$ cat src/rtl/br_redirect_ctrl.sv
// Branch redirect sequencer: registers PC redirect requests from EX,
// squashes wrong-path stages, freezes fetch on halt, counts branches.
module br_redirect_ctrl #(
  parameter int ADDR_W = 64,
  parameter int CNT_W  = 32
) (
  input  logic              clk,
  input  logic              rst_n,
  input  logic              ex_valid,
  input  logic              ex_is_br,
  input  logic [1:0]        PCSrc,
  input  logic              stall,
  input  logic [ADDR_W-1:0] br_target,
  input  logic [ADDR_W-1:0] alu_target,
  input  logic              pc_ready,
  input  logic              resume,
  input  logic              cnt_clr,
  output logic              redirect_valid,
  output logic [ADDR_W-1:0] redirect_pc,
  output logic              flush_ifid,
  output logic              flush_idex,
  output logic              pc_hold,
  output logic [CNT_W-1:0]  br_cnt,
  output logic [CNT_W-1:0]  taken_cnt
);

  typedef enum logic [1:0] {
    RUN   = 2'd0,
    REDIR = 2'd1,
    HALT  = 2'd2
  } state_t;

  state_t state;

  logic acc;
  logic sel_rel;
  logic sel_reg;
  logic sel_halt;
  logic taken;

  assign acc      = ex_valid & ~stall & (state == RUN);
  assign sel_rel  = acc & (PCSrc == 2'b01);
  assign sel_reg  = acc & (PCSrc == 2'b10);
  assign sel_halt = acc & (PCSrc == 2'b11);
  assign taken    = sel_rel | sel_reg;

  always_ff @(posedge clk or negedge rst_n) begin
    if (!rst_n) begin
      state          <= RUN;
      redirect_valid <= 1'b0;
      redirect_pc    <= '0;
      flush_ifid     <= 1'b0;
      flush_idex     <= 1'b0;
      pc_hold        <= 1'b0;
    end else begin
      unique case (state)
        RUN: begin
          unique case (1'b1)
            sel_rel: begin
              state          <= REDIR;
              redirect_pc    <= br_target;
              redirect_valid <= 1'b1;
              flush_ifid     <= 1'b1;
              flush_idex     <= 1'b1;
            end
            sel_reg: begin
              state          <= REDIR;
              redirect_pc    <= alu_target;
              redirect_valid <= 1'b1;
              flush_ifid     <= 1'b1;
              flush_idex     <= 1'b1;
            end
            sel_halt: begin
              state      <= HALT;
              pc_hold    <= 1'b1;
              flush_ifid <= 1'b1;
            end
            default: begin
              state          <= RUN;
              redirect_valid <= 1'b0;
              flush_ifid     <= 1'b0;
              flush_idex     <= 1'b0;
              pc_hold        <= 1'b0;
            end
          endcase
        end
        REDIR: begin
          if (pc_ready) begin
            state          <= RUN;
            redirect_valid <= 1'b0;
            flush_ifid     <= 1'b0;
            flush_idex     <= 1'b0;
          end
        end
        HALT: begin
          if (resume) begin
            state      <= RUN;
            pc_hold    <= 1'b0;
            flush_ifid <= 1'b0;
          end
        end
        default: begin
          state          <= RUN;
          redirect_valid <= 1'b0;
          flush_ifid     <= 1'b0;
          flush_idex     <= 1'b0;
          pc_hold        <= 1'b0;
        end
      endcase
    end
  end

  // Saturating counters; clear wins over a same-cycle increment.
  always_ff @(posedge clk or negedge rst_n) begin
    if (!rst_n) begin
      br_cnt    <= '0;
      taken_cnt <= '0;
    end else if (cnt_clr) begin
      br_cnt    <= '0;
      taken_cnt <= '0;
    end else begin
      if (acc && ex_is_br && (br_cnt != '1))
        br_cnt <= br_cnt + 1'b1;
      if (taken && (taken_cnt != '1))
        taken_cnt <= taken_cnt + 1'b1;
    end
  end

endmodule

$ cat config.mk
export PLATFORM = sky130hd
export DESIGN_NAME = br_redirect_ctrl
export DESIGN_NICKNAME = d
export VERILOG_FILES = /design/src/rtl/br_redirect_ctrl.sv
export SDC_FILE = /design/constraint.sdc
export NUM_CORES = 1
export LEC_CHECK = 0
export ABC_AREA = 1
export BUFFER_PORTS_ARGS = -buffer_cell sky130_fd_sc_hd__buf_2
export CAP_MARGIN = 20
export CORE_MARGIN = 4
export CORE_UTILIZATION = 46
export CTS_CLUSTER_DIAMETER = 50
export DETAILED_ROUTE_END_ITERATION = 16
export PLACE_DENSITY = 0.83
export SYNTH_ARGS = -nofsm -noshare
export SYNTH_HDL_FRONTEND = slang
export SYNTH_SLANG_ARGS = --single-unit
$ cat constraint.sdc
create_clock -name clk -period 1.7 [get_ports clk]
set_input_delay 0.085 -clock clk [delete_from_list [all_inputs] [get_ports clk]]
set_output_delay 0.085 -clock clk [all_outputs]
set_load 0.05 [all_outputs]
==> insert_results.sql <==
INSERT INTO impl_metrics (metric_group, metric, value, unit) VALUES
('logic_synthesis', 'synth_area_leaders', 'sky130_fd_sc_hd__dfrtp_1 43%, sky130_fd_sc_hd__nand2_1 13%, sky130_fd_sc_hd__a21oi_1 9.6%', ''),
('drt', 'routed_via_count', '10100', ''),
('placement', 'detailedPlace.worstSlack', '-0.0698', 'ns'),
('floorplanning', 'die_area', '18900', 'µm²'),
('pwr', 'powerDensity', '930', 'nW/µm²'),
('clock_network', 'clock-root-buffer', 'sky130_fd_sc_hd__clkbuf_16', ''),
('global_route', 'grt_usage', '32.8', '%'),
('job', 'max_cap_viol_count', '0', ''),
('layout', 'finalNetCount', '1646', ''),
('floorplanning', 'initial_core_util', '46.7', '%'),
('global_route', 'antenna_found_initial', '1', ''),
('logic_synthesis', 'postSynthRegisterBits', '133', ''),
('global_route', 'grt_start_max_net_pins', '65', ''),
('logic_synthesis', 'distinct_cells_synth', '33', ''),
('clock_network', 'cts-buffers-inserted', '17', ''),
('clock_network', 'insertion_delay', '0.42', 'ns'),
('sta', 'finalHoldViolations', '0', ''),
('sta', 'worst_slack', '-0.0595', 'ns'),
('layout', 'final-instance-count-excl-fill', '1738', ''),
('clock_network', 'clock_slew_seen_by_the_registers_of_the_worst_setup_and_hold_paths', '0.06', 'ns'),
('outcome', 'failed_checks', 'negative setup slack', ''),
('pwr', 'total_power_draw', '11.2', 'mW'),
('pwr', 'power.ir.vdd_worst', '841', 'µV'),
('worst_setup_path', 'timing.setup.critical_path_class', 'reg -> reg', ''),
('layout', 'drive_gt1_share', '33.1', '%'),
('drt', 'vias_per_cell', '5.82', ''),
('clock_network', 'cts_sinks', '133', ''),
('layout', 'num_antenna_cells', '0', ''),
('logic_synthesis', 'yosys_warnings', '0', ''),
('global_route', 'grt_first_pass_wirelength', '49000', 'µm'),
('layout', 'final_design_area_no_fill', '12000', 'µm²'),
('drt', 'final_routed_wire_length_divided_by_cell_count', '19.5', 'µm'),
('placement', 'hpwlAfterDp', '18900', 'µm'),
('logic_synthesis', 'cells_after_synthesis', '1062', ''),
('outcome', 'outcome', 'finished with violations', ''),
('global_route', 'vias_in_the_first_global_route', '9709', ''),
('drt', 'firstDrtPassIters', '7', ''),
('clock_network', 'cts_tree', 'done', ''),
('worst_setup_path', 'timing.critical_path.slowest_stage_cell', 'sky130_fd_sc_hd__dfrtp_1', ''),
('sta', 'final-max-slew-violation-count', '0', ''),
('sta', 'finalCritPeriodShare', '103', '%'),
('worst_setup_path', 'crit_path_cell_trace', 'nor2_1, nand3b_1, buf_4, inv_2, buf_12, nand4_1, a21oi_1', ''),
('worst_setup_path', 'crit_path_start_kind', 'flip-flop', ''),
('sta', 'max_freq', '0.568', 'GHz'),
('layout', 'commonest_cells_after_routing_fill_and_taps_aside', '269 x sky130_fd_sc_hd__buf_2, 260 x sky130_fd_sc_hd__nand2_1, 167 x sky130_fd_sc_hd__nor2_1', ''),
('logic_synthesis', 'yosys.area.top_type_share', '43.2', '%'),
('sta', 'tns', '-0.120', 'ns'),
('clock_network', 'cts_max_path_bufs', '2', ''),
('placement', 'dpl-instance-area', '9790', 'µm²'),
('sta', 'slew_of_the_pin_with_the_lowest_slew_margin', '0.649', 'ns'),
('layout', 'layout_commonest_cell', 'sky130_fd_sc_hd__buf_2', ''),
('floorplanning', 'die-width', '137', 'µm'),
('floorplanning', 'core_region_area', '16500', 'µm²'),
('floorplanning', 'die_y', '137', 'µm'),
('sta', 'final.hold.worst_slack', '0.0203', 'ns'),
('placement', 'dp.cells', '1567', ''),
('drt', 'drt-initial-drc-count', '1102', ''),
('floorplanning', 'row_count', '47', ''),
('logic_synthesis', 'synth.net_count', '1202', ''),
('sta', 'setup_viol', '3', ''),
('min_path', 'hold_path_class', 'in -> reg', ''),
('sta', 'timing.clock.skew', '0.00820', 'ns'),
('worst_setup_path', 'end_kind', 'flip-flop', ''),
('logic_synthesis', 'syn_area_cell', '7.25', 'µm²'),
('floorplanning', 'ios', '270', ''),
('drt', 'drcViolationCount', '0', ''),
('drt', 'postRouteWirelength', '33800', 'µm'),
('placement', 'place_congestion', '0.946', ''),
('layout', 'syn_to_final_growth', '56.0', '%'),
('worst_setup_path', 'critPathMaxStageDelay', '0.39', 'ns'),
('logic_synthesis', 'yosysSeqAreaShare', '43.2', '%');
final timing paths:
check                                start  depth (start not counted)               to  slack (ns)
min in group asynchronous            rst_n                          2       br_cnt[26]        0.16
worst min register to register  flush_idex                          2       flush_idex        0.51
worst max register to register    state[1]                          7  redirect_pc[30]       -0.06
worst min-delay path              PCSrc[0]                          3         state[1]        0.02
worst max-delay path              state[1]                          7  redirect_pc[30]       -0.06
max in group asynchronous            rst_n                          3  redirect_pc[19]        0.90
metal layers:
metal	GRT usage (%)	wire, µm	part of all wire (%)	vias to the layer above
met1	39.3	11800	35	4650
met4	18.7	2380	7.0	2
met3	8.95	4000	12	225
met2	53.0	15700	46	825
met5	0	7	0.021	-
li1	-	-	-	4409
logic make-up (layout without fill, tap and decap cells):
family	count (synthesis)	in the layout	synth area share, %
and+or+nand+nor	620	620	36.0
xor gates and xnor gates	25	25	2.84
DFF	133	133	43.2
AOI/OAI and AO/OA	172	172	11.3
buffers and inverters	110	566	6.29
adders and majority gates	2	2	0.325
critical path: cells and delay by family (launching register included):
family / cells / cell delay [ns]
flops: 1 / 0.39
compound gates: 1 / 0.28
simple gates: 3 / 0.47
buf+inv: 3 / 0.51
cells in the mapped netlist:
library cell / count
sky130_fd_sc_hd__a21oi_1: 147
sky130_fd_sc_hd__and2_1: 3
sky130_fd_sc_hd__nor3_1: 2
sky130_fd_sc_hd__nor2_2: 6
sky130_fd_sc_hd__xnor2_1: 12
sky130_fd_sc_hd__clkinv_4: 1
sky130_fd_sc_hd__buf_1: 4
sky130_fd_sc_hd__nor2_1: 177
sky130_fd_sc_hd__dfrtp_1: 133
sky130_fd_sc_hd__a22o_1: 1
sky130_fd_sc_hd__nand2_4: 4
sky130_fd_sc_hd__o21bai_1: 1
sky130_fd_sc_hd__ha_1: 2
sky130_fd_sc_hd__inv_2: 4
sky130_fd_sc_hd__o21ai_0: 6
sky130_fd_sc_hd__nand3b_1: 5
sky130_fd_sc_hd__nand3_2: 1
sky130_fd_sc_hd__nor2_8: 2
sky130_fd_sc_hd__or2_2: 2
sky130_fd_sc_hd__clkbuf_1: 30
sky130_fd_sc_hd__nand4_1: 72
sky130_fd_sc_hd__nand2_2: 5
sky130_fd_sc_hd__xor2_1: 13
sky130_fd_sc_hd__buf_4: 6
sky130_fd_sc_hd__buf_6: 3
sky130_fd_sc_hd__nor2_4: 4
sky130_fd_sc_hd__nand3_4: 1
sky130_fd_sc_hd__nand3_1: 72
sky130_fd_sc_hd__or2_1: 1
sky130_fd_sc_hd__nand2_1: 263
sky130_fd_sc_hd__buf_2: 17
sky130_fd_sc_hd__inv_1: 45
sky130_fd_sc_hd__o21ai_1: 17
state kept, by name (all words and copies together), names as in the netlist:
name,count
redirect_pc,64
br_cnt,32
taken_cnt,32
state,2
flush_idex,1
flush_ifid,1
pc_hold,1
report_power, final:
group	total (mW)	internal [mW]	switching (mW)
clock	3.51	2.04	1.47
sequential	3.92	3.60	0.317
combinational	3.74	0.984	2.75
area by class of cell:
| class | count | area (µm²) |
|---|---|---|
| Fill cell | 1135 | 4460 |
| Multi-Input combinational cell | 819 | 4120 |
| Timing Repair Buffer | 485 | 3490 |
| Sequential cell | 133 | 3370 |
| Clock buffer | 19 | 443 |
| Tap cell | 220 | 275 |
| Inverter | 50 | 198 |
| Clock inverter | 12 | 108 |
what timing repair did:
action	CTS	global route
gates resized for setup	5	60
endpoints found under the hold margin	110	0
gates cloned	0	5
endpoints found under the setup margin	67	127
hold buffers	131	0
pin swaps	2	3
setup buffers	2	2
(Power assumes the default switching activity.)
